`src/rtl/spi_ram_ctrl_pkg.sv`:
```
// Shared types and constants for the SPI RAM command path: FSM states,
// command opcodes and field widths.
package spi_ram_ctrl_pkg;

    localparam int ADDR_W = 8;
    localparam int DATA_W = 8;
    localparam int OP_W   = 2;

    localparam logic [OP_W-1:0] OP_WR_ADDR = 2'b00;
    localparam logic [OP_W-1:0] OP_WR_DATA = 2'b01;
    localparam logic [OP_W-1:0] OP_RD_ADDR = 2'b10;
    localparam logic [OP_W-1:0] OP_RD_DATA = 2'b11;

    typedef enum logic [2:0] {
        IDLE    = 3'd0,
        WR_ADDR = 3'd1,
        WR_DATA = 3'd2,
        RD_ADDR = 3'd3,
        RD_CMD  = 3'd4,
        RD_WAIT = 3'd5,
        DONE    = 3'd6
    } state_e;

endpackage

```
`src/rtl/spi_ram_arbiter_if.sv`:
```
// Requester and RAM-side bus of the SPI RAM arbiter; the arbiter takes the
// slave view, requesters plus the RAM take the master view.
interface spi_ram_arbiter_if
    import spi_ram_ctrl_pkg::*;
#(
    parameter int ADDR_SIZE = 8
);
    localparam int PL_W = (ADDR_SIZE > DATA_W) ? ADDR_SIZE : DATA_W;

    logic [1:0]             req;
    logic [1:0]             we;
    logic [2*ADDR_SIZE-1:0] addr;
    logic [2*DATA_W-1:0]    wdata;
    logic [1:0]             gnt;
    logic [1:0]             done;
    logic [DATA_W-1:0]      rdata;
    logic                   err;
    logic                   busy;
    logic [OP_W+PL_W-1:0]   ram_din;
    logic                   ram_rx_valid;
    logic [DATA_W-1:0]      ram_dout;
    logic                   ram_tx_valid;

    modport slave (
        input  req, we, addr, wdata, ram_dout, ram_tx_valid,
        output gnt, done, rdata, err, busy, ram_din, ram_rx_valid
    );

    modport master (
        output req, we, addr, wdata, ram_dout, ram_tx_valid,
        input  gnt, done, rdata, err, busy, ram_din, ram_rx_valid
    );

endinterface

```
`src/rtl/rr_arb2.sv`:
```
// Two-way round-robin pick: combinational winner plus a registered pointer
// to the requester granted last (requester 1 out of reset).
module rr_arb2 (
    input  logic       clk,
    input  logic       rst_n,
    input  logic [1:0] req,
    input  logic       accept,
    output logic       win,
    output logic       any
);
    logic last_r;

    // Winner selection: a tie goes to the requester not granted last
    always_comb begin
        any = |req;
        case (req)
            2'b01:   win = 1'b0;
            2'b10:   win = 1'b1;
            2'b11:   win = ~last_r;
            default: win = 1'b0;
        endcase
    end

    // Last-grant pointer, advanced only when the FSM accepts a request
    always_ff @(posedge clk) begin
        if (!rst_n) begin
            last_r <= 1'b1;
        end else if (accept) begin
            last_r <= win;
        end else begin
            last_r <= last_r;
        end
    end

endmodule

```
`src/rtl/spi_ram_arbiter.sv`:
```
// Two-requester arbiter serialising read/write transactions onto a strobed
// RAM command port; reads wait a bounded time for the RAM response.
module spi_ram_arbiter
    import spi_ram_ctrl_pkg::*;
#(
    parameter int TIMEOUT   = 8,
    parameter int ADDR_SIZE = 8
) (
    input  logic             clk,
    input  logic             rst_n,
    spi_ram_arbiter_if.slave bus
);
    localparam int PL_W  = (ADDR_SIZE > DATA_W) ? ADDR_SIZE : DATA_W;
    localparam int CMD_W = OP_W + PL_W;
    localparam int CNT_W = $clog2(TIMEOUT + 1);

    state_e               state_r, state_nxt_s;
    logic                 idx_r, idx_nxt_s;
    logic [ADDR_SIZE-1:0] addr_r, addr_nxt_s;
    logic [DATA_W-1:0]    wdata_r, wdata_nxt_s;
    logic [CNT_W-1:0]     cnt_r, cnt_nxt_s;
    logic [1:0]           gnt_r, gnt_nxt_s;
    logic [1:0]           done_r, done_nxt_s;
    logic [DATA_W-1:0]    rdata_r, rdata_nxt_s;
    logic                 err_r, err_nxt_s;
    logic                 busy_r;
    logic [CMD_W-1:0]     din_r, din_nxt_s;
    logic                 rxv_r, rxv_nxt_s;
    logic                 win_s, any_s, accept_s;
    logic                 req_we_s;
    logic [ADDR_SIZE-1:0] req_addr_s;
    logic [DATA_W-1:0]    req_wdata_s;

    function automatic logic [CMD_W-1:0] make_cmd(input logic [OP_W-1:0] op,
                                                   input logic [PL_W-1:0] payload);
        return {op, payload};
    endfunction

    rr_arb2 u_arb (
        .clk    (clk),
        .rst_n  (rst_n),
        .req    (bus.req),
        .accept (accept_s),
        .win    (win_s),
        .any    (any_s)
    );

    // Fields of the current round-robin winner, latched on accept
    always_comb begin
        if (win_s) begin
            req_we_s    = bus.we[1];
            req_addr_s  = bus.addr[2*ADDR_SIZE-1:ADDR_SIZE];
            req_wdata_s = bus.wdata[2*DATA_W-1:DATA_W];
        end else begin
            req_we_s    = bus.we[0];
            req_addr_s  = bus.addr[ADDR_SIZE-1:0];
            req_wdata_s = bus.wdata[DATA_W-1:0];
        end
    end

    // Next state plus the outputs of that state, so every output is a flop
    always_comb begin
        state_nxt_s = state_r;
        idx_nxt_s   = idx_r;
        addr_nxt_s  = addr_r;
        wdata_nxt_s = wdata_r;
        cnt_nxt_s   = cnt_r;
        rdata_nxt_s = rdata_r;
        err_nxt_s   = err_r;
        gnt_nxt_s   = 2'b00;
        done_nxt_s  = 2'b00;
        din_nxt_s   = {CMD_W{1'b0}};
        rxv_nxt_s   = 1'b0;
        accept_s    = 1'b0;
        case (state_r)
            IDLE: begin
                if (any_s) begin
                    accept_s    = 1'b1;
                    idx_nxt_s   = win_s;
                    addr_nxt_s  = req_addr_s;
                    wdata_nxt_s = req_wdata_s;
                    err_nxt_s   = 1'b0;
                    gnt_nxt_s   = win_s ? 2'b10 : 2'b01;
                    rxv_nxt_s   = 1'b1;
                    if (req_we_s) begin
                        state_nxt_s = WR_ADDR;
                        din_nxt_s   = make_cmd(OP_WR_ADDR, PL_W'(req_addr_s));
                    end else begin
                        state_nxt_s = RD_ADDR;
                        din_nxt_s   = make_cmd(OP_RD_ADDR, PL_W'(req_addr_s));
                    end
                end else begin
                    state_nxt_s = IDLE;
                end
            end
            WR_ADDR: begin
                state_nxt_s = WR_DATA;
                rxv_nxt_s   = 1'b1;
                din_nxt_s   = make_cmd(OP_WR_DATA, PL_W'(wdata_r));
            end
            WR_DATA: begin
                state_nxt_s = DONE;
                done_nxt_s  = idx_r ? 2'b10 : 2'b01;
            end
            RD_ADDR: begin
                state_nxt_s = RD_CMD;
                rxv_nxt_s   = 1'b1;
                din_nxt_s   = make_cmd(OP_RD_DATA, {PL_W{1'b0}});
            end
            RD_CMD: begin
                state_nxt_s = RD_WAIT;
                cnt_nxt_s   = {CNT_W{1'b0}};
            end
            RD_WAIT: begin
                // A response on the last allowed wait cycle still wins over the timeout
                if (bus.ram_tx_valid) begin
                    state_nxt_s = DONE;
                    rdata_nxt_s = bus.ram_dout;
                    err_nxt_s   = 1'b0;
                    done_nxt_s  = idx_r ? 2'b10 : 2'b01;
                end else if (cnt_r == CNT_W'(TIMEOUT - 1)) begin
                    state_nxt_s = DONE;
                    rdata_nxt_s = {DATA_W{1'b0}};
                    err_nxt_s   = 1'b1;
                    done_nxt_s  = idx_r ? 2'b10 : 2'b01;
                end else begin
                    cnt_nxt_s   = cnt_r + CNT_W'(1);
                end
            end
            DONE: begin
                state_nxt_s = IDLE;
            end
            default: begin
                state_nxt_s = IDLE;
            end
        endcase
    end

    // State, latched request fields and registered outputs
    always_ff @(posedge clk) begin
        if (!rst_n) begin
            state_r <= IDLE;
            idx_r   <= 1'b0;
            addr_r  <= {ADDR_SIZE{1'b0}};
            wdata_r <= {DATA_W{1'b0}};
            cnt_r   <= {CNT_W{1'b0}};
            gnt_r   <= 2'b00;
            done_r  <= 2'b00;
            rdata_r <= {DATA_W{1'b0}};
            err_r   <= 1'b0;
            busy_r  <= 1'b0;
            din_r   <= {CMD_W{1'b0}};
            rxv_r   <= 1'b0;
        end else begin
            state_r <= state_nxt_s;
            idx_r   <= idx_nxt_s;
            addr_r  <= addr_nxt_s;
            wdata_r <= wdata_nxt_s;
            cnt_r   <= cnt_nxt_s;
            gnt_r   <= gnt_nxt_s;
            done_r  <= done_nxt_s;
            rdata_r <= rdata_nxt_s;
            err_r   <= err_nxt_s;
            busy_r  <= (state_nxt_s != IDLE);
            din_r   <= din_nxt_s;
            rxv_r   <= rxv_nxt_s;
        end
    end

    assign bus.gnt          = gnt_r;
    assign bus.done         = done_r;
    assign bus.rdata        = rdata_r;
    assign bus.err          = err_r;
    assign bus.busy         = busy_r;
    assign bus.ram_din      = din_r;
    assign bus.ram_rx_valid = rxv_r;

endmodule

```
`src/flat_wrapper.sv`:
```
// flat-port wrapper written by rule: the top's interface ports become plain ports
module spi_ram_arbiter_flat import spi_ram_ctrl_pkg::*;
#(
    parameter int TIMEOUT   = 8,
    parameter int ADDR_SIZE = 8
)
  (clk, rst_n, bus_req, bus_we, bus_addr, bus_wdata, bus_ram_dout, bus_ram_tx_valid, bus_gnt, bus_done, bus_rdata, bus_err, bus_busy, bus_ram_din, bus_ram_rx_valid);
  spi_ram_arbiter_if #(.ADDR_SIZE(ADDR_SIZE)) bus_i ();
  input  logic clk;
  input  logic rst_n;
  input wire logic [$bits(bus_i.req)-1:0] bus_req;
  input wire logic [$bits(bus_i.we)-1:0] bus_we;
  input wire logic [$bits(bus_i.addr)-1:0] bus_addr;
  input wire logic [$bits(bus_i.wdata)-1:0] bus_wdata;
  input wire logic [$bits(bus_i.ram_dout)-1:0] bus_ram_dout;
  input wire logic [$bits(bus_i.ram_tx_valid)-1:0] bus_ram_tx_valid;
  output wire logic [$bits(bus_i.gnt)-1:0] bus_gnt;
  output wire logic [$bits(bus_i.done)-1:0] bus_done;
  output wire logic [$bits(bus_i.rdata)-1:0] bus_rdata;
  output wire logic [$bits(bus_i.err)-1:0] bus_err;
  output wire logic [$bits(bus_i.busy)-1:0] bus_busy;
  output wire logic [$bits(bus_i.ram_din)-1:0] bus_ram_din;
  output wire logic [$bits(bus_i.ram_rx_valid)-1:0] bus_ram_rx_valid;
  assign bus_i.req = bus_req;
  assign bus_i.we = bus_we;
  assign bus_i.addr = bus_addr;
  assign bus_i.wdata = bus_wdata;
  assign bus_i.ram_dout = bus_ram_dout;
  assign bus_i.ram_tx_valid = bus_ram_tx_valid;
  assign bus_gnt = bus_i.gnt;
  assign bus_done = bus_i.done;
  assign bus_rdata = bus_i.rdata;
  assign bus_err = bus_i.err;
  assign bus_busy = bus_i.busy;
  assign bus_ram_din = bus_i.ram_din;
  assign bus_ram_rx_valid = bus_i.ram_rx_valid;
  spi_ram_arbiter #(.TIMEOUT(TIMEOUT), .ADDR_SIZE(ADDR_SIZE)) u_core (.clk(clk), .rst_n(rst_n), .bus(bus_i));
endmodule
```
`config.mk`:
```
export PLATFORM = sky130hd
export DESIGN_NAME = spi_ram_arbiter_flat
export DESIGN_NICKNAME = d
export VERILOG_FILES = /design/src/rtl/spi_ram_ctrl_pkg.sv /design/src/rtl/spi_ram_arbiter_if.sv /design/src/rtl/rr_arb2.sv /design/src/rtl/spi_ram_arbiter.sv /design/src/flat_wrapper.sv
export SDC_FILE = /design/constraint.sdc
export NUM_CORES = 1
export LEC_CHECK = 0
export BUFFER_PORTS_ARGS = -buffer_cell sky130_fd_sc_hd__buf_2
export CAP_MARGIN = 20
export CORE_MARGIN = 2
export CORE_UTILIZATION = 45
export CTS_BUF_LIST = sky130_fd_sc_hd__clkbuf_16
export DETAILED_ROUTE_END_ITERATION = 10
export PLACE_DENSITY_LB_ADDON = 0.15
export SYNTH_ARGS = -nofsm -noshare
export SYNTH_HDL_FRONTEND = slang
export SYNTH_SLANG_ARGS = --single-unit
```
`constraint.sdc`:
```
create_clock -name clk -period 1.95 [get_ports clk]
set_input_delay 0.39 -clock clk [delete_from_list [all_inputs] [get_ports clk]]
set_output_delay 0.39 -clock clk [all_outputs]
set_load 0.02 [all_outputs]
```
# After elaboration in Yosys (flattened, before gate mapping)
# Index checks and enable logic that the tools add are counted.
# word_totals
romBits	0
ff_bits	42
mem_bits_rw	0
word_cells	67
n_memories	0
latchBits	0
output_inout_bits	25
input_bits	47
# op_classes
mux	29
magnitude_cmp	0
add_sub_neg	1
multipliers	0
n_reduce_logical	12
n_bitwise	1
n_div	0
n_shift	0
eq_ne	12
# op_table
cell	count
$mux 8	4
$pmux 10 s3	1
$mux 10	2
$pmux 3 s6	1
$mux 2	6
$reduce_and 3->1	3
$mux 4	2
$pmux 4 s2	1
$eq 3x2->1 const B	2
$eq 3x3->1 const B	2
$mux 1	6
$mux 3	2
$pmux 1 s2	3
$reduce_bool 2->1	3
$add 4x1->4 const B	1
$eq 2x2->1 const B	2
$eq 4x3->1 const B	1
$ne 2x2->1 const B	2
$pmux 2 s2	1
$reduce_and 2->1	2
$reduce_or 2->1	2
$eq 3x1->1 const B	1
$logic_not 3->1	1
$ne 3x2->1 const B	1
3 further kinds	3

# Depth between registers and ports, before layout
# depth
depth_word	7
depth_mapped	6
ltp_nobuf	4

# Hierarchy
# From an unflattened synthesis, not the netlist that was laid out.
# unflattened
hier_cells	199
area_unflattened_um2	1795.5
# by_module_without_submodules
mod	area_per_inst_um2	seq_area_each_um2	instances	cells_per_inst
spi_ram_arbiter	1742.9	820.8	1	193
rr_arb2	52.6	20.0	1	6

# Worst setup path after synthesis
# Ideal clock, no wire load.
# synth_timing
path_type	reg-to-reg
start	register u_core.cnt_r[0]
end	register u_core.cnt_r[3]
path_stages_with_launch	6
t_arrival_ns	1.420
required_time_ns	1.880
setup_slack_ns	0.460
path_buffers	1
setup_time_ns	0.070
synth_period_minus_slack_ns	1.490
cell_sequence	dfxtp_1 ha_1 and3b_1 buf_6 or4_1 a21oi_1
# synth_via
elab_chain_len	4
word_cells_on_any_way	7
cone_classes	1 x add/sub; 2 x eq/ne; 3 x mux; 1 x reduce/logical
# synth_rtl
element	line	text
start: declaration	spi_ram_arbiter.sv:21	logic [CNT_W-1:0] cnt_r, cnt_nxt_s;
start signal: assignment	spi_ram_arbiter.sv:146	cnt_r <= {CNT_W{1'b0}};
start signal: assignment	spi_ram_arbiter.sv:159	cnt_r <= cnt_nxt_s;
$add 4x1->4	spi_ram_arbiter.sv:127	cnt_nxt_s = cnt_r + CNT_W'(1);
$mux 4	spi_ram_arbiter.sv:121	end else if (cnt_r == CNT_W'(TIMEOUT - 1)) begin
$mux 4	spi_ram_arbiter.sv:116	if (bus.ram_tx_valid) begin
$pmux 4 s2	spi_ram_arbiter.sv:75	case (state_r)
# Parallel ways exist; a longest one is shown, timed or not. The select of a mux whose other input is x is not followed.
# A chain may end at the register's enable or synchronous reset.

# Worst setup path after layout
# layout_timing
start	register u_core.state_r[0]
end	register u_core.err_r (netlist: u_core.bus.err)
# layout_via
elab_chain_len	3
word_cells_on_any_way	7
cone_classes	3 x eq/ne; 1 x mux; 3 x reduce/logical
# layout_rtl
element	line	text
start: declaration	spi_ram_arbiter.sv:17	state_e state_r, state_nxt_s;
start signal: assignment	spi_ram_arbiter.sv:155	state_r <= state_nxt_s;
$eq 3x3->1 or $logic_not 3->1 (tied branches)	spi_ram_arbiter.sv:75	
$ne 3x2->1 (no line) (tied with other cells)	--	
$reduce_and 3->1 (no line)	--	
end signal: assignment	spi_ram_arbiter.sv:163	err_r <= err_nxt_s;
end: declaration	spi_ram_arbiter.sv:25	logic err_r, err_nxt_s;
# Parallel ways exist; a longest one is shown, timed or not.

==> results_dict.tcl <==
set metrics [dict create \
    status "complete, no violations" \
    period_share 0.795 \
    syn_nets 246 \
    fin_nets 313 \
    slew_viol_final 0 \
    arrival_ns 1.76 \
    path_clk_slew_ns 0.06 \
    crit_type "flop to flop" \
    track_usage 0.188 \
    ys_warn_count 0 \
    drive_gt1_frac 0.331 \
    gp_congestion 0.791 \
    final_common_cell "buf_2" \
    cts_sinks 42 \
    min_path_type "input pin to flop" \
    grt_setup_unrepaired "no" \
    first_global_vias 1475 \
    n_antenna_cell 0 \
    wl_per_cell_um 12.7 \
    overflow 0 \
    finalPower_mw 3.00 \
    drt_pass1_iterations 4 \
    row_count 23 \
    setup_viol 0 \
    pwr-share-comb 0.326 \
    netlist_area_um2 1820 \
    postSynthAreaPerCell_um2 9.18 \
    synthArstFlopShare 0 \
    most-common-layout-cells "buf_2 (71), dfxtp_1 (42), nand2_1 (31)" \
    synth.distinct_cells 41 \
    cts_buffers 5 \
    ant_nets 0 \
    seqPwrFrac 0.418 \
    cp-start-kind "flop" \
    synth_edf_count 0 \
    crit_fanout 13 \
    ys_ff_latch 42 \
    fin_skew_ns 0.00133 \
    power_switching_mw 1.04 \
    cts_root_buf "clkbuf_16" \
    utilization 0.592 \
    area_delta_synth_final_pct 28.5 \
    fp.dieW_um 67.5 \
    ctsResizeCount 0 \
    r2r_slack_ns 0.40 \
    static-leakage-power_nw 1.05 \
    crit_required_ns 2.16 \
    cts_tree "yes" \
    hold_viol 0 \
    htreeDepth 2 \
    yosys_most_used_dff "dfxtp_1" \
    intPower_mw 1.95 \
    die_y_um 67.5 \
    grt_max_degree 27 \
    port_buffers 71 \
    vias 1635 \
    holdBufCountCts 0 \
    relSlewSlack 0.690 \
    viasPerCell 5.17 \
    p_clk_frac 0.256 \
    ys_seq_area_frac 0.463 \
    synthTopCellsByArea "dfxtp_1 (46%), mux2i_1 (9.9%), nand2_1 (6.4%)" \
    wl_mm 4.02 \
    worst_setup_path_end_kind "flop" \
    dp_hpwl_mm 2.87 \
    power_density_nw_per_um2 1280 \
    antenna_found_initial 0 \
    clk-insertion-delay-late_ns 0.28 \
    io_pins 72 \
    setup_tns_ns 0 \
    synth_top_cell_area_share 0.463 \
    dieArea_um2 4560 \
    drc 0 \
    swShare 0.348 \
    synth_area_leader_cell "dfxtp_1" \
    cts_buffer_depth 2 \
    grt_pass1_wl_mm 6.40 \
    cts_setup_buffers 0 \
    drv_cap 0 \
    peakVddDrop_uv 618 \
    start_util 0.461 \
    core_area_um2 3940 \
    worst_slew_pin_slew_ns 0.464 \
    timing.fmax_ghz 0.645 \
    fin_crit_ns 1.55 \
    drtIter0Drc 98 \
    synthCells 198 \
]
logic make-up (layout without fill, tap and decap cells):
kind of cell    after synthesis  count (layout)  synth area share
compound gates               54              54             0.185
buf+inv                      18              86            0.0523
xor+xnor                      1               1           0.00482
flops                        42              42             0.463
simple gates                 63              63             0.183
mux                          19              19             0.105
fa+ha+maj                     1               1           0.00689
synth_stat cells (2+ instances only):
cell type	n
a211oi_1	9
a21oi_1	15
buf_2	7
buf_4	3
clkbuf_1	5
dfxtp_1	42
inv_1	2
mux2i_1	18
nand2_1	31
nand3_1	7
nand3b_1	3
nor2_1	4
nor2b_1	3
o211ai_1	4
o21ai_0	7
o21ai_1	4
o22ai_1	9
or3_1	2
final timing paths:
kind / from / to / cells past startpoint
max: u_core.state_r[0] / u_core.bus.err / 3
min: bus_ram_dout[2] / u_core.bus.rdata[2] / 3
max reg2reg: u_core.state_r[0] / u_core.bus.err / 3
min reg2reg: u_core.idx_r / u_core.bus.done[1] / 2
registers in the layout, summed over array words and instances, names as in the netlist, 2 cells and up:
signal              cells
u_core.cnt_r            4
u_core.bus.rdata        8
u_core.wdata_r          8
u_core.state_r          3
u_core.bus.gnt          2
u_core.bus.ram_din     10
u_core.bus.done         2
worst max-delay path: stages, from the launching register on:
cell	delay [ns]
dfxtp_1	0.57
nor2b_1	0.32
o211a_1	0.37
mux2i_1	0.22
power by group through the flow:
stage / clock network [mW] / logic, mW / registers (mW)
floorplan: 0 / 0.653 / 1.31
global placement: 0 / 0.975 / 1.26
detailed placement: 0 / 0.984 / 1.26
CTS: 0.789 / 0.985 / 1.24
global route: 0.829 / 1.09 / 1.28
finish: 0.767 / 0.978 / 1.25
metrics by stage:
step | std cells | setup WS, ns | hold slack, ns | instance area (um2)
after floorplan | 198 | 0.460 | 0.416 | 1820
after global placement | 308 | 0.377 | 0.439 | 2200
after detailed placement | 308 | 0.336 | 0.441 | 2200
after CTS | 316 | 0.397 | 0.356 | 2330
after global routing | 316 | 0.226 | 0.365 | 2330
final | 316 | 0.400 | 0.365 | 2330
per-layer routing:
metal / wire [um] / track usage
met5: 0 / 0
met4: 17 / 0.0689
met3: 352 / 0.0583
met2: 1880 / 0.310
met1: 1770 / 0.230
layout make-up:
type,instances,area [um2]
clock inverter,3,12.5
tap,50,62.6
timing repair buffer,76,405
multi-input combinational,138,881
sequential,42,841
inverter,2,7.51
clock buffer,5,125
fill,372,1610
(Power assumes the default switching activity.)
